## config.mk

```make
export PLATFORM = sky130hd
export DESIGN_NAME = fir_coeff_loader
export DESIGN_NICKNAME = d
export VERILOG_FILES = /design/src/rtl/fir_pkg.sv /design/src/rtl/fir_coeff_loader.sv
export SDC_FILE = /design/constraint.sdc
export NUM_CORES = 2
export LEC_CHECK = 0
export BUFFER_PORTS_ARGS = -buffer_cell sky130_fd_sc_hd__buf_2
export CAP_MARGIN = 20
export CORE_ASPECT_RATIO = 1.1
export CORE_MARGIN = 2
export CORE_UTILIZATION = 45
export DETAILED_ROUTE_END_ITERATION = 10
export HOLD_SLACK_MARGIN = 0.1
export SKIP_CTS_REPAIR_TIMING = 1
export SYNTH_ARGS = -nofsm -noshare
export SYNTH_HDL_FRONTEND = slang
export SYNTH_SLANG_ARGS = --single-unit
```

## constraint.sdc

```tcl
create_clock -name clk -period 109.7 [get_ports clk]
set_input_delay 5.485 -clock clk [delete_from_list [all_inputs] [get_ports clk]]
set_output_delay 5.485 -clock clk [all_outputs]
set_load 0.01 [all_outputs]
```

## src/rtl/fir_pkg.sv

```systemverilog
// ---------------------------------------------------------------------------
// fir_pkg
// Shared FIR definitions: default coefficient width and tap count (also used
// by the FIR_transposed instances), the coefficient type, and the loader
// state enumeration.
// ---------------------------------------------------------------------------
package fir_pkg;

   localparam int unsigned FIR_DATA_WIDTH = 16;
   localparam int unsigned FIR_TAPS       = 53;

   typedef logic signed [FIR_DATA_WIDTH-1:0] coeff_t;

   typedef enum logic [1:0] {
      LD_LOAD    = 2'd0,
      LD_PENDING = 2'd1,
      LD_DRAIN   = 2'd2
   } loader_state_t;

endpackage : fir_pkg

```

## src/rtl/fir_coeff_loader.sv

```systemverilog
// ---------------------------------------------------------------------------
// fir_coeff_loader
// Writer side of the FIR coefficient array. A coefficient frame arrives on a
// valid/ready stream into a shadow bank; a complete frame of exactly TAPS
// words is copied atomically into the active bank on the next swap_en strobe,
// so the filter never sees a half-updated coefficient set.
//
// Ports:
//   clk          system clock, rising edge
//   reset        asynchronous active-high reset
//   s_tdata      signed coefficient word
//   s_tvalid     word valid
//   s_tready     loader can accept a word (decoded from state)
//   s_tlast      last word of the frame
//   swap_en      safe-to-swap strobe (e.g. sample boundary)
//   coeff        active coefficient bank [1:TAPS] to the FIR
//   coeff_valid  at least one frame committed since reset
//   swap_done    one-cycle pulse in the cycle the active bank changes
//   frame_err    one-cycle pulse on a frame length error
//   busy         frame partially received or swap pending (decoded)
// ---------------------------------------------------------------------------
module fir_coeff_loader
   import fir_pkg::*;
#(
   parameter int unsigned DATA_WIDTH = FIR_DATA_WIDTH,
   parameter int unsigned TAPS       = FIR_TAPS
) (
   input  logic                         clk,
   input  logic                         reset,
   input  logic signed [DATA_WIDTH-1:0] s_tdata,
   input  logic                         s_tvalid,
   output logic                         s_tready,
   input  logic                         s_tlast,
   input  logic                         swap_en,
   output logic signed [DATA_WIDTH-1:0] coeff [1:TAPS],
   output logic                         coeff_valid,
   output logic                         swap_done,
   output logic                         frame_err,
   output logic                         busy
);

   localparam int unsigned IDX_W = $clog2(TAPS + 1);
   localparam logic [IDX_W-1:0] IDX_FIRST = IDX_W'(1);
   localparam logic [IDX_W-1:0] IDX_LAST  = IDX_W'(TAPS);

   loader_state_t          state_q, state_d;
   logic [IDX_W-1:0]       idx_q, idx_d;
   logic                   rdy_en_q, rdy_en_d;
   logic                   coeff_valid_q, coeff_valid_d;
   logic                   swap_done_q, swap_done_d;
   logic                   frame_err_q, frame_err_d;
   logic                   shadow_we_c;
   logic                   commit_c;
   logic                   accept_c;

   logic signed [DATA_WIDTH-1:0] shadow_q [1:TAPS];
   logic signed [DATA_WIDTH-1:0] active_q [1:TAPS];

   // rdy_en_q holds s_tready low until the first edge after reset release.
   assign s_tready = rdy_en_q & (state_q != LD_PENDING);
   assign busy     = (state_q != LD_LOAD) | (idx_q != IDX_FIRST);
   assign accept_c = s_tvalid & s_tready;

   assign coeff       = active_q;
   assign coeff_valid = coeff_valid_q;
   assign swap_done   = swap_done_q;
   assign frame_err   = frame_err_q;

   // State and control registers.
   always_ff @(posedge clk or posedge reset) begin
      if (reset) begin
         state_q       <= LD_LOAD;
         idx_q         <= IDX_FIRST;
         rdy_en_q      <= 1'b0;
         coeff_valid_q <= 1'b0;
         swap_done_q   <= 1'b0;
         frame_err_q   <= 1'b0;
      end else begin
         state_q       <= state_d;
         idx_q         <= idx_d;
         rdy_en_q      <= rdy_en_d;
         coeff_valid_q <= coeff_valid_d;
         swap_done_q   <= swap_done_d;
         frame_err_q   <= frame_err_d;
      end
   end

   // Next-state and bank-control decode.
   always_comb begin
      state_d       = state_q;
      idx_d         = idx_q;
      rdy_en_d      = 1'b1;
      coeff_valid_d = coeff_valid_q;
      swap_done_d   = 1'b0;
      frame_err_d   = 1'b0;
      shadow_we_c   = 1'b0;
      commit_c      = 1'b0;

      case (state_q)
         LD_LOAD: begin
            if (accept_c) begin
               if (idx_q == IDX_LAST) begin
                  if (s_tlast) begin
                     shadow_we_c = 1'b1;
                     state_d     = LD_PENDING;
                  end else begin
                     // Too many words: flag once, then swallow the rest.
                     frame_err_d = 1'b1;
                     state_d     = LD_DRAIN;
                  end
               end else if (s_tlast) begin
                  // Short frame: drop it and restart at word 1.
                  frame_err_d = 1'b1;
                  idx_d       = IDX_FIRST;
               end else begin
                  shadow_we_c = 1'b1;
                  idx_d       = idx_q + IDX_W'(1);
               end
            end
         end

         LD_PENDING: begin
            if (swap_en) begin
               commit_c      = 1'b1;
               coeff_valid_d = 1'b1;
               swap_done_d   = 1'b1;
               idx_d         = IDX_FIRST;
               state_d       = LD_LOAD;
            end
         end

         LD_DRAIN: begin
            if (accept_c && s_tlast) begin
               idx_d   = IDX_FIRST;
               state_d = LD_LOAD;
            end
         end

         default: begin
            idx_d   = IDX_FIRST;
            state_d = LD_LOAD;
         end
      endcase
   end

   // Shadow bank capture and atomic shadow-to-active copy.
   always_ff @(posedge clk or posedge reset) begin
      if (reset) begin
         shadow_q <= '{default: '0};
         active_q <= '{default: '0};
      end else begin
         if (shadow_we_c) begin
            shadow_q[idx_q] <= s_tdata;
         end
         if (commit_c) begin
            active_q <= shadow_q;
         end
      end
   end

endmodule : fir_coeff_loader

```

==> results.toml <==
[yosys]
synth_edf_count = 0
ys_warn_count = 0
synthAdderAreaFrac_pct = 0.0391
ys.flop_type = "dfrtp_1"
synth_xor_area_share_pct = 0
synth_top_family_by_area = "simple AND/OR/NAND/NOR gates"
yosysSeqAreaShare_pct = 66.8
avgSynthCellArea_sq_um = 11.5
synth_area_sq_um = 64000
synthSimpleGateAreaFrac_pct = 15.9
synth_compound_area_share_pct = 0.193
ys_ff_latch = 1708
ys_types = 44
synthMuxAreaShare_pct = 15.0
async_flop_share_pct = 100
synthCells = 5577
synthesis.nets = 5600

[grt]
grt_pass1_wl_um = 284000
track_usage_pct = 26.5
grt_pass1_vias = 42400
grt_antenna_before_repair = 14
grt_max_degree = 241
overflow = 0

[sta]
relSlewSlack_pct = -15.7
worst_slack_ns = 99.80
finalSetupTns_ns = 0
final-max-slew-violation-count = 169
setup_viol = 0
hold_viol = 0
rsz0062_at_grt = "no"
skew_ns = 0.0434
max_freq_mhz = 101
period_share_pct = 9.03
period_minus_slack_ns = 9.90
worst_slew_pin_slew_ns = 1.74

[route]
route.vias.total = 43400
wl_per_cell_um = 23.1
drt_iter0_drc = 3719
dr.pass1.iters = 5
vias_per_cell = 5.16
drc_errors = 0
wirelength_um = 194000
drtAntennaViolNets = 0

[worst_setup_path]
crit_arrival_ns = 10.73
cp-end-kind = "asynchronous set/reset pin"
reg2reg_depth = 7
required_ns = 110.53
reg2reg_slack_ns = 104.38
r2r-end = "coeff[56]"
path_max_fanout = 176
critPathKind = "input port to asynchronous set/reset pin"
cp-start-kind = "input port"
worstReg2RegStart = "state_q[0]"

[power_and_ir_drop]
total_power_w = 0.00134
leakage_nw = 43.8
p_sw_w = 0.000308
power.internal_w = 0.00104
ir_worst_vdd_v = 0.0000144
p_per_area_nw_per_um2 = 17.7
clkPwrFrac_pct = 43.5
power_frac_comb_pct = 5.3
sw_frac_of_total_pct = 22.9
pwr-share-seq_pct = 51.2

[clocking]
clkTransAtPathRegs_ns = 0.06
cts.sinks = 1708
clockRootBuffer = "clkbuf_16"
cts_tree = "built"
worstSkewPairLatency_ns = 0.80
h-tree-depth = 4
clockBufferDepth = 3
cts_made_buffers = 173

[floorplanning]
initial_core_util_pct = 45.2
die_area_sq_um = 145000
core_sq_um = 142000
num_io_pins = 874
rows = 145
die_x_um = 364
fp.dieH_um = 400

[placed_design]
port_buffers = 873
gp_congestion = 0.813
hpwlAfterDp_um = 120000
pre_cts_ws_ns = 98.23

[outcome]
failed_checks = "max-slew violations"
status = "complete, but fails checks"

[hold_path]
hp-class = "register to register"
hold_end = "coeff[243]"
holdCritStartpoint = "shadow_q[243]"
hold_depth = 2

[cells_and_area]
syn_to_final_growth_pct = 18.6
drive_above_1_share_pct = 32.3
final_core_util_pct = 53.6
nNetsFinal = 6390

[job]
cap_violations = 0
[cells in the mapped netlist (all sizes together), types with 2 or more instances]
| master | n | area (sq um) |
|---|---|---|
| nand2b | 4 | 25.0 |
| mux2 | 848 | 9590 |
| dfrtp | 1707 | 42700 |
| nor3 | 4 | 20.0 |
| nand3 | 8 | 40.0 |
| nor2 | 37 | 164 |
| ha | 2 | 25.0 |
| nor4 | 2 | 12.5 |
| nand3b | 6 | 45.0 |
| clkbuf | 253 | 950 |
| nand4 | 2 | 27.5 |
| nand2 | 2576 | 9690 |
| a31oi | 4 | 25.0 |
| or3b | 3 | 26.3 |
| and3 | 4 | 25.0 |
| o21ai | 3 | 15.0 |
| inv | 6 | 22.5 |
| buf | 83 | 394 |
| a21oi | 5 | 25.0 |
| or2 | 2 | 12.5 |
[flip-flops by register name, indices dropped and copies added, names as in the netlist]
signal	cells
coeff	848
coeff_valid	1
frame_err	1
idx_q	6
rdy_en_q	1
shadow_q	848
state_q	2
swap_done	1
[power by group through the flow]
stage               combinational, W  clock (W)  sequential (W)
floorplan                  0.0000530          0        0.000695
global placement           0.0000699          0        0.000696
detailed placement         0.0000722          0        0.000698
CTS                        0.0000723   0.000596        0.000687
global route               0.0000781   0.000621        0.000692
finish                     0.0000710   0.000585        0.000687
[kinds of logic (layout without fill, tap and decap cells)]
group,after synthesis,in the layout
and+or+nand+nor,2656,2656
adders and majority gates,2,2
DFF,1708,1708
other,1,4
muxes,849,849
buffers and inverters,342,1257
AOI/OAI and AO/OA,19,19
[cell usage in the layout, fill, tap and decap left out, drive strengths merged, types with 3 or more instances in the layout]
cell      Yosys  routed
nand3         8       8
clkbuf      253     252
nand2      2576    2576
diode         0       3
or3b          3       3
nand3b        6       6
clkinv        0      30
dfrtp      1707    1707
nand2b        4       4
nor2         37      37
nor3          4       4
a31oi         4       4
mux2        848     848
and3          4       4
inv           6      14
buf          83     950
a21oi         5       5
o21ai         3       3
clkinvlp      0       5
bufinv        0       6
[stage by stage]
stage	area [sq um]	std cells	hold WS [ns]
floorplan	64000	5577	0.433
global placement	70100	8096	0.441
detailed placement	70200	8097	0.445
CTS	75800	8397	0.448
global route	75900	8403	0.464
finish	76000	8406	0.444
[area by class of cell]
class | count | area, sq um
Clock inverter | 49 | 526
Fill cell | 12500 | 65700
Inverter | 6 | 37.5
Timing Repair Buffer | 951 | 5180
Clock buffer | 251 | 5090
Tap cell | 1911 | 2390
Multi-Input combinational cell | 3527 | 20000
Antenna cell | 3 | 7.51
Sequential cell | 1708 | 42700
[critical path, cell delays in order]
cell	delay (ns)
buf_2	0.13
inv_8	0.47
buf_12	0.70
buf_4	0.79
buf_4	0.79
buf_4	0.73
buf_4	0.56
buf_4	0.73
[worst max path at each step]
stage / startpoint / endpoint / slack, ns
2_1_floorplan: reset / coeff[0] / 56.01
3_3_place_gp: reset / coeff[335] / 98.31
3_5_place_dp: reset / coeff[507] / 98.23
4_1_cts: reset / shadow_q[489] / 99.15
5_1_grt: reset / shadow_q[503] / 98.94
6_report: reset / shadow_q[420] / 99.80
[layer usage]
layer	vias up	global-route usage, %	part of all wire, %
met5	-	0	0.0067
met4	2	9.52	3.5
met3	297	6.02	6.9
met2	1397	40.9	46
met1	22400	36.9	44
li1	19300	-	-
Note: power is estimated with default switching activity, not from simulation.
